==> src/rtl/regfile_wb_arbiter_pkg.sv <==
// Shared constants for the register-file writeback arbiter.
package regfile_wb_arbiter_pkg;

  // Requester indices into the per-requester vectors
  localparam int unsigned NUM_REQ = 3;
  localparam int unsigned REQ_LD  = 0;
  localparam int unsigned REQ_ALU = 1;
  localparam int unsigned REQ_LNK = 2;

  // Fixed architectural registers
  localparam logic [3:0] LINK_REG = 4'd14;
  localparam logic [3:0] PC_REG   = 4'd15;

endpackage

==> src/rtl/regfile_wb_arbiter_age_counter.sv <==
// Saturating wait counter for one writeback requester. The counter runs while
// the requester is valid but not granted; it reports "aged" once it reaches
// the promotion threshold.
module wb_age_counter #(
  parameter int unsigned MAX_WAIT = 4,
  parameter int unsigned WAIT_W   = 3
) (
  input  logic clk,
  input  logic rst,
  input  logic flush,
  input  logic valid,
  input  logic grant,
  output logic aged
);

  localparam logic [WAIT_W-1:0] CNT_MAX = {WAIT_W{1'b1}};
  localparam logic [WAIT_W-1:0] AGE_LIM = WAIT_W'(MAX_WAIT);
  localparam logic [WAIT_W-1:0] CNT_ONE = WAIT_W'(1);

  logic [WAIT_W-1:0] cnt_r;

  // Count denied cycles, clearing on grant, idle or flush
  always_ff @(posedge clk or posedge rst) begin
    if (rst) begin
      cnt_r <= '0;
    end else if (flush || grant || !valid) begin
      cnt_r <= '0;
    end else if (cnt_r != CNT_MAX) begin
      cnt_r <= cnt_r + CNT_ONE;
    end else begin
      cnt_r <= cnt_r;
    end
  end

  assign aged = valid && (cnt_r >= AGE_LIM);

endmodule

==> src/rtl/regfile_wb_arbiter.sv <==
// Arbitrates the register file's single write port between the load unit,
// the ALU and the branch-link path, and tracks pending writes for decode.
module regfile_wb_arbiter
  import regfile_wb_arbiter_pkg::*;
#(
  parameter int unsigned DATA_W   = 32,
  parameter int unsigned MAX_WAIT = 4,
  parameter int unsigned WAIT_W   = 3
) (
  input  logic              clk,
  input  logic              rst,
  input  logic              ld_valid,
  input  logic [3:0]        ld_addr,
  input  logic [DATA_W-1:0] ld_data,
  output logic              ld_ready,
  input  logic              alu_valid,
  input  logic [3:0]        alu_addr,
  input  logic [DATA_W-1:0] alu_data,
  output logic              alu_ready,
  input  logic              lnk_valid,
  input  logic [DATA_W-1:0] lnk_data,
  output logic              lnk_ready,
  input  logic              alloc_valid,
  input  logic [3:0]        alloc_addr,
  input  logic              flush,
  output logic              reg_write,
  output logic [3:0]        write_addr,
  output logic [DATA_W-1:0] write_data,
  output logic [15:0]       busy
);

  logic [NUM_REQ-1:0] valid_s;
  logic [NUM_REQ-1:0] aged_s;
  logic [NUM_REQ-1:0] grant_s;
  logic               any_grant_s;
  logic [3:0]         grant_addr_s;
  logic [DATA_W-1:0]  grant_data_s;
  logic [15:0]        busy_next_s;
  logic [15:0]        busy_r;
  logic               reg_write_r;
  logic [3:0]         write_addr_r;
  logic [DATA_W-1:0]  write_data_r;

  assign valid_s[REQ_LD]  = ld_valid;
  assign valid_s[REQ_ALU] = alu_valid;
  assign valid_s[REQ_LNK] = lnk_valid;

  for (genvar g = 0; g < NUM_REQ; g++) begin : g_age
    wb_age_counter #(
      .MAX_WAIT (MAX_WAIT),
      .WAIT_W   (WAIT_W)
    ) u_age (
      .clk   (clk),
      .rst   (rst),
      .flush (flush),
      .valid (valid_s[g]),
      .grant (grant_s[g]),
      .aged  (aged_s[g])
    );
  end

  // Priority select: aged requesters first, then base order ld > alu > lnk
  always_comb begin
    grant_s = '0;
    if (rst) begin
      grant_s = '0;
    end else if (|aged_s) begin
      if (aged_s[REQ_LD])       grant_s[REQ_LD]  = 1'b1;
      else if (aged_s[REQ_ALU]) grant_s[REQ_ALU] = 1'b1;
      else                      grant_s[REQ_LNK] = 1'b1;
    end else begin
      if (valid_s[REQ_LD])       grant_s[REQ_LD]  = 1'b1;
      else if (valid_s[REQ_ALU]) grant_s[REQ_ALU] = 1'b1;
      else if (valid_s[REQ_LNK]) grant_s[REQ_LNK] = 1'b1;
      else                       grant_s = '0;
    end
  end

  assign ld_ready    = grant_s[REQ_LD];
  assign alu_ready   = grant_s[REQ_ALU];
  assign lnk_ready   = grant_s[REQ_LNK];
  assign any_grant_s = |grant_s;

  // Route the granted requester's destination and data to the write port
  always_comb begin
    grant_addr_s = ld_addr;
    grant_data_s = ld_data;
    if (grant_s[REQ_ALU]) begin
      grant_addr_s = alu_addr;
      grant_data_s = alu_data;
    end else if (grant_s[REQ_LNK]) begin
      grant_addr_s = LINK_REG;
      grant_data_s = lnk_data;
    end else begin
      grant_addr_s = ld_addr;
      grant_data_s = ld_data;
    end
  end

  // Scoreboard next state: flush wins, then alloc (new producer), then grant clears
  always_comb begin
    busy_next_s = busy_r;
    for (int n = 0; n < 16; n++) begin
      if (flush) begin
        busy_next_s[n] = 1'b0;
      end else if (alloc_valid && (alloc_addr == 4'(n))) begin
        busy_next_s[n] = 1'b1;
      end else if (any_grant_s && (grant_addr_s == 4'(n))) begin
        busy_next_s[n] = 1'b0;
      end else begin
        busy_next_s[n] = busy_r[n];
      end
    end
  end

  // Register the scoreboard
  always_ff @(posedge clk or posedge rst) begin
    if (rst) begin
      busy_r <= 16'h0000;
    end else begin
      busy_r <= busy_next_s;
    end
  end

  // Register the write port; address and data hold when idle
  always_ff @(posedge clk or posedge rst) begin
    if (rst) begin
      reg_write_r  <= 1'b0;
      write_addr_r <= 4'd0;
      write_data_r <= '0;
    end else if (any_grant_s) begin
      reg_write_r  <= 1'b1;
      write_addr_r <= grant_addr_s;
      write_data_r <= grant_data_s;
    end else begin
      reg_write_r  <= 1'b0;
      write_addr_r <= write_addr_r;
      write_data_r <= write_data_r;
    end
  end

  assign reg_write  = reg_write_r;
  assign write_addr = write_addr_r;
  assign write_data = write_data_r;
  assign busy       = busy_r;

endmodule

==> config.mk <==
export PLATFORM = sky130hd
export DESIGN_NAME = regfile_wb_arbiter
export DESIGN_NICKNAME = d
export VERILOG_FILES = /design/src/rtl/regfile_wb_arbiter_pkg.sv /design/src/rtl/regfile_wb_arbiter_age_counter.sv /design/src/rtl/regfile_wb_arbiter.sv
export SDC_FILE = /design/constraint.sdc
export NUM_CORES = 1
export LEC_CHECK = 0
export ABC_AREA = 0
export CAP_MARGIN = 0
export CORE_ASPECT_RATIO = 1.4
export CORE_MARGIN = 2
export CORE_UTILIZATION = 45
export CTS_BUF_LIST = sky130_fd_sc_hd__clkbuf_4 sky130_fd_sc_hd__clkbuf_8
export DETAILED_ROUTE_END_ITERATION = 8
export PLACE_DENSITY_LB_ADDON = 0.1
export SLEW_MARGIN = 5
export SYNTH_ARGS = -nofsm -noshare
export SYNTH_HDL_FRONTEND = slang
export SYNTH_HIERARCHICAL = 1
export SYNTH_SLANG_ARGS = --single-unit
==> constraint.sdc <==
create_clock -name clk -period 4.35 [get_ports clk]
set_input_delay 0.87 -clock clk [delete_from_list [all_inputs] [get_ports clk]]
set_output_delay 0.87 -clock clk [all_outputs]
set_load 0.02 [all_outputs]
==> Yosys cells after proc, flatten, opt, wreduce, memory -nomap -nowiden <==
Cells that the tools add are included.
{ "op_classes": {"n_addsub": 3, "order_cmp": 3, "eq_ne": 33, "mux": 70, "n_reduce_logical": 67} }
{ "ops": {"columns": ["op", "count"], "rows": [
  ["$eq 4x4->1 const B", 16],
  ["$mux 32", 2],
  ["$mux 1", 56],
  ["$reduce_bool 3->1", 16],
  ["$logic_and 1x1->1", 35],
  ["$eq 4x3->1 const B", 8],
  ["$mux 3", 8],
  ["$eq 4x2->1 const B", 4],
  ["$add 3x1->3 const B", 3],
  ["$ge 3x3->1 const B", 3],
  ["$ne 3x3->1 const B", 3],
  ["$eq 4x1->1 const B", 2],
  ["$logic_not 4->1", 2],
  ["$mux 4", 2],
  ["$logic_or 1x1->1", 6],
  ["$reduce_bool 2->1", 3],
  ["$reduce_or 3->1", 2],
  ["$mux 2", 2],
  ["$logic_not 1->1", 3]
]} }
{ "word_totals": {"register_bits": 62, "output_inout_bits": 56} }

==> Depth between registers and ports, before layout <==
Gate-level depths: netlist (run 1).
{ "depth": {"depth_word": 13, "depth_mapped": 8, "depth_no_buf": 6} }

==> By module <==
Netlist (run 1), hierarchy kept.
{ "modules_own_cells": {"columns": ["module", "n_inst", "cells_per_inst", "area_per_inst_um2"], "rows": [
  ["regfile_wb_arbiter", 1, 313, 2977.9],
  ["wb_age_counter", 3, 14, 162.7]
]} }

==> Least setup slack after synthesis (run 1) <==
Ideal clock, no wire load.
{ "synth_path": {"path_kind": "input to output", "start": "input port rst", "end": "output port ld_ready", "t_arrival_ns": 2.687, "t_required_ns": 3.480, "path_slack_ns": 0.793, "stages": 4, "path_cell_list": "inv_1 o21a_1 clkbuf_1 buf_2"} }
{ "synth_between": {"elab_chain_cells": 1} }
{ "synth_lines": {"columns": ["item", "line_no", "text"], "rows": [
  ["start, declared", "regfile_wb_arbiter.sv:11", "input logic rst,"],
  ["$mux 3", "regfile_wb_arbiter.sv:65", "if (rst) begin"],
  ["end, declared", "regfile_wb_arbiter.sv:15", "output logic ld_ready,"]
]} }
Every way passes these cells.

==> Worst setup path in the final report (run 1) <==
{ "layout_path": {"start": "input port ld_valid", "end": "output port lnk_ready"} }
{ "layout_between": {"elab_chain_cells": 4, "elab_cells_between_ends": 6, "cone_classes": "mux (4); reduce/logical (2)"} }
{ "layout_lines": {"columns": ["item", "line_no", "text"], "rows": [
  ["start, declared", "regfile_wb_arbiter.sv:12", "input logic ld_valid,"],
  ["$logic_and 1x1->1", "regfile_wb_arbiter_age_counter.sv:35", "assign aged = valid && (cnt_r >= AGE_LIM);"],
  ["$reduce_or 3->1 or $mux 2 (tied branches)", "regfile_wb_arbiter.sv:67, regfile_wb_arbiter.sv:68", null],
  ["$mux 3 (*)", "regfile_wb_arbiter.sv:67", "end else if (|aged_s) begin"],
  ["$mux 3 (*)", "regfile_wb_arbiter.sv:65", null],
  ["end, declared", "regfile_wb_arbiter.sv:22", "output logic lnk_ready,"]
]} }
Mark *: on every way between the ends. The rest lies on a longest branch, timed or not.

==> results of run 1 <==
==> flip-flops by register name, summed over array words and instances, names as in the netlist <==
register	count
write_addr	4
write_data	32
g_age.u_age/cnt_r	9
reg_write	1
busy	16
==> layout make-up <==
type | count | share of cell area [%]
Tap cell | 97 | 2.24
Clock buffer | 12 | 3.04
Sequential cell | 62 | 28.6
Inverter | 9 | 0.622
Multi-Input combinational cell | 260 | 33.0
Clock inverter | 4 | 0.369
Timing Repair Buffer | 176 | 32.2
==> through the flow <==
step | setup slack [ps] | hold slack [ps] | util [%] | power, mW
floorplan | 793 | 493 | - | 0.918
global placement | 665 | 458 | 70.8 | 1.19
detailed placement | 621 | 464 | 70.8 | 1.20
CTS | 613 | 478 | 73.3 | 1.67
global route | 565 | 487 | 73.3 | 1.74
finish | 610 | 475 | 73.3 | 1.65
==> cells in the final DEF, fill, tap and decap left out <==
cell type / n
a2111oi_4: 1
a211oi_1: 16
a21boi_4: 1
a21o_1: 32
a21oi_1: 32
and2_2: 3
buf_4: 6
clkbuf_8: 12
clkdlybuf4s50_1: 170
clkinv_2: 4
dfrtp_1: 62
ha_1: 6
inv_1: 8
inv_2: 1
mux2_2: 1
mux2i_1: 38
nand2_1: 4
nand2b_1: 2
nand3_1: 1
nand3b_1: 2
nor2_1: 38
nor2_4: 1
nor3_1: 26
nor3b_1: 2
o21a_1: 1
o21ai_0: 3
o21ai_4: 1
o21bai_1: 1
o22a_1: 4
o22ai_1: 36
or3b_2: 1
or3b_4: 4
xor2_1: 3
==> routing by layer <==
layer	part of all wire [%]	wire length [µm]	GRT usage, %
met1	37	3900	28.2
met2	53	5560	43.7
met4	2.0	212	9.02
met5	0	0	0
met3	7.2	746	6.71
==> power breakdown <==
group | internal (mW) | switching [mW]
clock network | 0.249 | 0.214
logic | 0.273 | 0.243
registers | 0.639 | 0.0326
==> worst max-delay path: cells and delay by family <==
family          cells  cell delay [ps]
compound gates      1              390
buf+inv             2             1180
simple gates        1              430
==> logic make-up (layout without fill, tap and decap cells) <==
kind of cell             after synthesis  in the layout  synth area share (%)
flip-flops                            62             62                  44.8
multiplexers                          39             39                  11.3
buffers and inverters                 33            201                  4.48
adder cells (fa/ha/maj)                6              6                  2.17
AND/OR/NAND/NOR                       84             84                  12.0
AO/OA/AOI/OAI                        128            128                  24.5
XOR/XNOR                               3              3                 0.758
==> how the worst max path moves through the flow <==
| stage | cells past startpoint | slack, ps | start | to |
|---|---|---|---|---|
| after floorplan | 4 | 790 | rst | ld_ready |
| after global placement | 4 | 670 | lnk_valid | lnk_ready |
| after detailed placement | 4 | 620 | ld_valid | lnk_ready |
| after CTS | 4 | 610 | ld_valid | lnk_ready |
| after global routing | 4 | 560 | lnk_valid | lnk_ready |
| final | 4 | 610 | ld_valid | lnk_ready |
==> results.tsv, run 1 <==
stage	metric	value	unit
grt	total global-route track usage	24.6	%
synthesis	post-synthesis sequential area ratio	44.8	%
critical_path	RR Startpoint	g_age[0].u_age/cnt_r[2]$_DFFE_PP0P_	
clock_tree	Root Buffer	clkbuf_8	
place	Cell Area, Placed	5240	µm²
critical_path	Worst setup EP type	output port	
timing	Finish-stage setup viols	0	
die	Die Span Y	108	µm
timing	Fin Setup TNS	0	ps
critical_path	CP max stage cell	clkdlybuf4s50_1	
timing	Rel. slew slack	46.8	%
final_layout	final cell count without fillers	620	
synthesis	Synth area leader	dfrtp_1	
place	placed cells	604	
grt	total gr overflow	0	
power_and_ir_drop	peak supply drop	0.220	mV
hold_path	Worst Hold Path EP	write_data[18]$_DFFE_PP0P_	
synthesis	Netlist cell types	31	
synthesis	#FFs+latches synth	62	
outcome	status	complete, no violations	
critical_path	critical path startpoint category	input pin	
clock_tree	Setup Fix Bufs, Post-CTS	0	
final_layout	Nets	639	
clock_tree	CTS tree	done	
synthesis	asr flop ratio synth	100	%
drt	total number of vias	3479	
synthesis	Most used DFF post-synth	dfrtp_1	
synthesis	synthesized cell area	3470	µm²
drt	drt wl/cell	16.8	µm
die	core box area	7410	µm²
critical_path	Max Fanout on Critical Path	6	
synthesis	Syn Inst Count	355	
clock_tree	clock buffer depth	2	
place	I/O Buffers	170	
drt	1st-pass router iterations	4	
critical_path	crit-path most repeated cell	clkdlybuf4s50_1	
clock_tree	clock transition at the registers of the reported paths	60	ps
timing	RSZ-0062 raised after global routing	no	
die	DIE WIDTH	78.2	µm
hold_path	Hold Path Cell Cnt	1	
critical_path	r2r setup slk	1750	ps
power_and_ir_drop	PwrDens	304	nW/µm²
drt	WL final	10400	µm
grt	largest net degree at the start of global routing	73	
synthesis	syn_area_per_cell	9.76	µm²
timing	Worst Tran Pin Value	796	ps
grt	initial antenna violation count	0	
die	full die area	8430	µm²
clock_tree	H-tree depth	3	
grt	vias in the first global route	3412	
synthesis	top post-synthesis cells by area	dfrtp_1, mux2i_1, a21o_1	
critical_path	FF-to-FF End	busy[12]$_DFFE_PP0P_	
clock_tree	PostCTS Resize Cnt	0	
clock_tree	CTS sink count	62	
critical_path	CP Cell Sequence	clkdlybuf4s50_1, or3b_4, a2111oi_4, clkdlybuf4s50_1	
final_layout	area grow syn2layout	56.6	%
synthesis	Post-synth EDFFs	0	
final_layout	layout cells sized above 1	6.88	%
grt	global-route wire length before repair	16100	µm
final_layout	diode count	0	
hold_path	min-delay src	write_data[18]$_DFFE_PP0P_	
timing	min Tclk post-route	3740	ps
die	IO Pins	171	
clock_tree	Num CTS Buffers	9	
clock_tree	worst skew pair latency	330	ps
critical_path	CP Class	input pin to output port	
place	gp weighted congestion	0.876	
place	Post-DP HPWL	7790	µm
hold_path	Hold Crit Class	register to register	
clock_tree	Hold-fix buffers, CTS	0	
flow_run	max cap viols	0	
power_and_ir_drop	Pleak	2.30	nW
critical_path	peak per-stage delay on the critical path	670	ps
timing	f_max	267	MHz
timing	count of final max-slew check failures	0	
drt	Final ANT Viol Nets	0	
synthesis	dominant cell by count in the synthesized netlist	dfrtp_1	
die	starting density of the core	46.8	%
synthesis	commonest cells in the netlist	dfrtp_1, nor2_1, mux2i_1	
critical_path	WP data arrival	2870	ps
timing	Final Cycle Share	86.0	%
timing	count of final hold-check violations	0	
final_layout	FF+latch area	1550	µm²
synthesis	Yosys warning count	6	
final_layout	design area	5430	µm²
synthesis	Synth Net Count	476	
drt	Post-route DRC	0	
final_layout	Filler Cell Count	576	
final_layout	multi-input logic area	1790	µm²
drt	vias per inst	5.61	
synthesis	top cell type's share of synthesized area	44.8	%
critical_path	Reg2Reg Depth	6	
timing	Clock Skews	4.94	ps
die	Row Count	37	
critical_path	WP data required	3480	ps
drt	DRT iter0 DRCs	134	
No activity file was read; power rests on OpenSTA's default activity.
==> run 2, diff against run 1 <==
Settings changed: CAP_MARGIN 0 to 25, CTS_CLUSTER_DIAMETER set to 200.
==> results of run 2 <==
No change in the layout: final DEF, timing and power equal those of run 1.
